--- src/rtl/sync_fifo_param.sv ---
// rtl/sync_fifo_param.sv - parameterised synchronous FIFO; define SYNC_FIFO_FWFT_EN for first-word-fall-through
module sync_fifo_param #(
  parameter int WIDTH    = 4,
  parameter int DEPTH    = 8,
  parameter int AF_LEVEL = DEPTH - 2,
  parameter int AE_LEVEL = 2
) (
  input  logic                     clk,
  input  logic                     rst,
  input  logic                     wr_en,
  input  logic [WIDTH-1:0]         wr_data,
  input  logic                     rd_en,
  output logic [WIDTH-1:0]         rd_data,
  output logic                     rd_valid,
  output logic                     full,
  output logic                     empty,
  output logic                     almost_full,
  output logic                     almost_empty,
  output logic [$clog2(DEPTH):0]   count,
  output logic                     overflow,
  output logic                     underflow
);

  localparam int AW = $clog2(DEPTH);
  localparam int CW = AW + 1;
  localparam logic [CW-1:0] FULL_CNT = CW'(DEPTH);
  localparam logic [CW-1:0] AF_CNT   = CW'(AF_LEVEL);
  localparam logic [CW-1:0] AE_CNT   = CW'(AE_LEVEL);

  logic [WIDTH-1:0] mem_q [DEPTH];

  logic [AW-1:0] wr_ptr_q, wr_ptr_d;
  logic [AW-1:0] rd_ptr_q, rd_ptr_d;
  logic [CW-1:0] count_q, count_d;
  logic          full_q, full_d;
  logic          empty_q, empty_d;
  logic          almost_full_q, almost_full_d;
  logic          almost_empty_q, almost_empty_d;
  logic          overflow_q, overflow_d;
  logic          underflow_q, underflow_d;
  logic          wr_ok, rd_ok;

  // Accept/reject decisions, pointer/occupancy update and registered flag values
  always_comb begin
    wr_ok          = wr_en & ~full_q;
    rd_ok          = rd_en & ~empty_q;
    wr_ptr_d       = wr_ptr_q;
    rd_ptr_d       = rd_ptr_q;
    count_d        = count_q;
    if (wr_ok) wr_ptr_d = wr_ptr_q + AW'(1);
    if (rd_ok) rd_ptr_d = rd_ptr_q + AW'(1);
    case ({wr_ok, rd_ok})
      2'b10:   count_d = count_q + CW'(1);
      2'b01:   count_d = count_q - CW'(1);
      default: count_d = count_q;
    endcase
    full_d         = (count_d == FULL_CNT);
    empty_d        = (count_d == '0);
    almost_full_d  = (count_d >= AF_CNT);
    almost_empty_d = (count_d <= AE_CNT);
    overflow_d     = overflow_q  | (wr_en & full_q);
    underflow_d    = underflow_q | (rd_en & empty_q);
  end

  // Pointer, occupancy and flag registers
  always_ff @(posedge clk) begin
    if (rst) begin
      wr_ptr_q       <= '0;
      rd_ptr_q       <= '0;
      count_q        <= '0;
      full_q         <= 1'b0;
      empty_q        <= 1'b1;
      almost_full_q  <= 1'b0;
      almost_empty_q <= 1'b1;
      overflow_q     <= 1'b0;
      underflow_q    <= 1'b0;
    end else begin
      wr_ptr_q       <= wr_ptr_d;
      rd_ptr_q       <= rd_ptr_d;
      count_q        <= count_d;
      full_q         <= full_d;
      empty_q        <= empty_d;
      almost_full_q  <= almost_full_d;
      almost_empty_q <= almost_empty_d;
      overflow_q     <= overflow_d;
      underflow_q    <= underflow_d;
    end
  end

  // Storage is never cleared; reset only forgets it by zeroing the pointers
  always_ff @(posedge clk) begin
    if (!rst && wr_ok) mem_q[wr_ptr_q] <= wr_data;
  end

`ifdef SYNC_FIFO_FWFT_EN
  // Head word is always visible; masked to zero while nothing is stored
  always_comb begin
    rd_data  = empty_q ? '0 : mem_q[rd_ptr_q];
    rd_valid = ~empty_q;
  end
`else
  logic [WIDTH-1:0] rd_data_q, rd_data_d;
  logic             rd_valid_q, rd_valid_d;

  // Capture head word on an accepted pop; otherwise hold the last popped word
  always_comb begin
    rd_data_d  = rd_ok ? mem_q[rd_ptr_q] : rd_data_q;
    rd_valid_d = rd_ok;
  end

  // Registered read output stage
  always_ff @(posedge clk) begin
    if (rst) begin
      rd_data_q  <= '0;
      rd_valid_q <= 1'b0;
    end else begin
      rd_data_q  <= rd_data_d;
      rd_valid_q <= rd_valid_d;
    end
  end

  assign rd_data  = rd_data_q;
  assign rd_valid = rd_valid_q;
`endif

  assign full         = full_q;
  assign empty        = empty_q;
  assign almost_full  = almost_full_q;
  assign almost_empty = almost_empty_q;
  assign count        = count_q;
  assign overflow     = overflow_q;
  assign underflow    = underflow_q;

endmodule
--- config.mk ---
export PLATFORM = sky130hd
export DESIGN_NAME = sync_fifo_param
export DESIGN_NICKNAME = d
export VERILOG_FILES = /design/src/rtl/sync_fifo_param.sv
export SDC_FILE = /design/constraint.sdc
export NUM_CORES = 1
export LEC_CHECK = 0
export BUFFER_PORTS_ARGS = -buffer_cell sky130_fd_sc_hd__buf_4
export CORE_UTILIZATION = 57
export DETAILED_ROUTE_END_ITERATION = 10
export PLACE_DENSITY_LB_ADDON = 0.15
export SLEW_MARGIN = 20
export SYNTH_ARGS = -nofsm -noshare
export SYNTH_HDL_FRONTEND = slang
export SYNTH_SLANG_ARGS = --single-unit
--- constraint.sdc ---
create_clock -name clk -period 3.25 [get_ports clk]
set_clock_uncertainty 0.05 [all_clocks]
set_input_delay 0.4875 -clock clk [delete_from_list [all_inputs] [get_ports clk]]
set_output_delay 0.4875 -clock clk [all_outputs]
set_load 0.005 [all_outputs]
==> summary.txt <==
Hold path
  – Hold endpoint: mem_q[0][1]
  – Hold Crit Depth: 1
  – Hold Path Class: input pin to flop
  – Worst Hold Launch: wr_data[1]

Timing
  – Fmax: around 400 MHz
  – Minimum clock period: 2.437 ns
  – Total negative slack: 0 ns
  – Final setup violation count: 0
  – Final hold violation count: 0
  – RSZ-0062 raised after global routing: false
  – Measured slew at the worst slew-check pin: 0.9447 ns
  – Final period util: 0.7499
  – Fin. max-slew vios: 0
  – Slew margin rel.: 0.3644

Placement
  – Inst Count DP: around 220
  – Post-DP Area: 2390 sq um
  – Placer Congestion: between 0.8 and 0.9
  – IO buf count: 22
  – DP HPWL: 2.739 mm

Global route
  – Largest net degree at the start of global routing: 24
  – Initial antenna violation count: 0
  – First-pass GRT wire length: 6.016 mm
  – Total grt overflow: 0
  – Overall Global Routing Usage: 0.2048
  – Vias in the first global route: between 1000 and 1500

Synthesis
  – Post-synth top area cell: edfxtp_1
  – Ys async rst share: 0
  – Yosys warnings: 0
  – Prevailing post-synth register cell: edfxtp_1
  – Cells after Synth: between 150 and 200
  – Mapped cell area: approximately 2200 sq um
  – Post-synth top cells: 32 x edfxtp_1, 21 x dfxtp_1, 15 x nor2_1
  – Mapped Nets: about 170
  – Seq/Total Area, Yosys: 0.6312
  – Top cells by area, synth: edfxtp_1 44%, dfxtp_1 19%, mux4_2 8.2%, nor2_1 2.6%, ha_1 2.3%
  – Top-count cell post-synth: edfxtp_1
  – #FFs+latches synth: 53
  – Avg Cell Area, Syn: between 10 and 15 sq um
  – Synth top area share: 0.4391
  – Post-synth EDFFs: 32
  – Yosys cell types: 41

Clock tree
  – CTS tree: built
  – CTS Hold Bufs: 0
  – Setup Fix Bufs, Post-CTS: 0
  – H-tree depth: 2
  – Total CTS buffers: 5
  – Maximum root-to-sink buffer count: 2
  – Worst-Skew Late Latency: about 0.30 ns
  – CTS clk-pin slew, worst paths: ~0.090 ns
  – Clk sinks: between 50 and 60
  – Root Buffer: clkbuf_8
  – Resized cells post-CTS: 0

Floorplan
  – Top Ports: 23
  – Starting density of the core: 0.5977
  – Die Footprint: 4091 sq um
  – Die Ht: 63.96 um
  – Placeable core region: around 3700 sq um
  – # rows: 22
  – Die X: between 60 and 70 um

Setup path
  – Reg2reg end: almost_full
  – R2R cell count: 10
  – Nature of the critical path startpoint: flop
  – Critical path fanouts, max: 15
  – Worst Path Class, Setup: flop to flop
  – CP Capture Type: flop
  – Setup slack, reg-to-reg: 0.81 ns
  – Critical Path AT: approximately 2.6 ns
  – Critical path required time: ~3.5 ns
  – Reg2reg start: empty

Drt
  – Final WL: approximately 3.8 mm
  – First-pass DRT Iterations: 4
  – Via Count: between 1000 and 1500
  – Vias per std cell: between 5 and 6
  – DRC viols: 0
  – DR WL/cell: between 15 and 20 um
  – Routed Antenna Nets: 0
  – Starting DRT DRC Count: between 80 and 90

Power and ir drop
  – LEAKAGE: slightly below 0.9 nW
  – Worst vdd ir: 367.1 uV
  – Pwr per Cell Area: 608.6 nW/um^2

Final layout
  – Design area: about 2500 sq um
  – Nets: 192
  – Area grow syn2layout: 13.04%
  – Area of the multi-input gates: 753.2 sq um
  – Layout cells sized above 1: 0.2597
  – Register area: roughly 1400 sq um
  – ANT cells: 0
  – Non-Filler Instances: ~230
  – Fill count: roughly 260

Flow run
  – Max_cap viols: 0

Status
  – Status: complete, no violations
-- worst max-delay path, cell delays in order, from the launching register on --
cell      delay (ns)
dfxtp_1         0.33
nand2b_4        0.17
inv_2           0.23
nand2_1         0.13
xnor2_1         0.17
ha_1            0.16
a21oi_1         0.05
a21boi_2        0.19
or4_1           0.52
a21oi_2         0.22
a22o_1          0.16
-- report_power, final --
group          internal (mW)  switching [mW]
Combinational          0.173           0.149
Sequential             0.768          0.0639
Clock                  0.150           0.202
-- final cells by class --
| class | count | area share |
|---|---|---|
| clock buffer | 6 | 0.02934 |
| clock inverter | 2 | 0.004552 |
| inverter | 4 | 0.006070 |
| multi-input combinational | 92 | 0.3045 |
| sequential | 53 | 0.5584 |
| tap | 48 | 0.02428 |
| timing repair buffer | 24 | 0.07284 |
-- routing by layer --
metal / global-route usage / wire length [um] / vias to the layer above
li1: - / - / 635
met3: 0.05714 / 165 / 11
met4: 0.09659 / 106 / 0
met5: 0 / 0 / -
met1: 0.2822 / 1722 / 642
met2: 0.3005 / 1818 / 30
-- how the worst max path moves through the flow --
stage	start	to	slack (ns)	cells after the start
final	empty	almost_full	0.81	10
after CTS	empty	almost_full	0.81	10
after detailed placement	rd_en	almost_full	0.70	11
after global routing	empty	almost_full	0.65	10
after floorplan	rd_en	almost_full	0.82	11
after global placement	rd_en	almost_full	0.76	11
-- sequential cells by signal, summed over array words and instances, names as in the netlist --
signal,flops
almost_full,1
rd_data,4
wr_ptr_q,3
count,4
underflow,1
almost_empty,1
empty,1
rd_valid,1
overflow,1
full,1
mem_q,32
rd_ptr_q,3
-- logic make-up (layout without fill, tap and decap cells) --
logic type                 count (synthesis)  after routing  share of synthesized area
DFF                                       53             53                     0.6312
and+or+nand+nor                           47             47                     0.1149
AOI/OAI and AO/OA                         20             20                    0.06804
muxes                                     14             14                     0.1103
buffers and inverters                     12             36                    0.02458
xor gates and xnor gates                   7              7                    0.02802
adders and majority gates                  4              4                    0.02287
-- through the flow --
step | power (mW) | utilization | setup WS [ns] | hold WS, ns
after floorplan | 1.048 | - | 0.8181 | 0.4104
after global placement | 1.154 | 0.6528 | 0.7646 | 0.3993
after detailed placement | 1.167 | 0.6528 | 0.7019 | 0.4157
after CTS | 1.513 | 0.6757 | 0.8099 | 0.3639
after global routing | 1.581 | 0.6757 | 0.6505 | 0.3601
final | 1.505 | 0.6757 | 0.8127 | 0.3696
-- cell usage in the layout, fill, tap and decap left out, types with 2 or more instances in the layout --
cell       n
nor2_1    15
clkbuf_8   5
a211oi_1   4
xnor2_1    4
edfxtp_1  32
dfxtp_1   21
inv_2      2
nor3b_1    2
nor4_1     2
nand2_1   11
nor4b_1    2
ha_1       4
nand3_1    2
xor2_1     3
mux2i_1    5
inv_1      2
nor3_1     4
buf_4     24
mux4_2     8
nor2b_1    2
a21oi_1    5
Power figures use the tool's default switching activity.
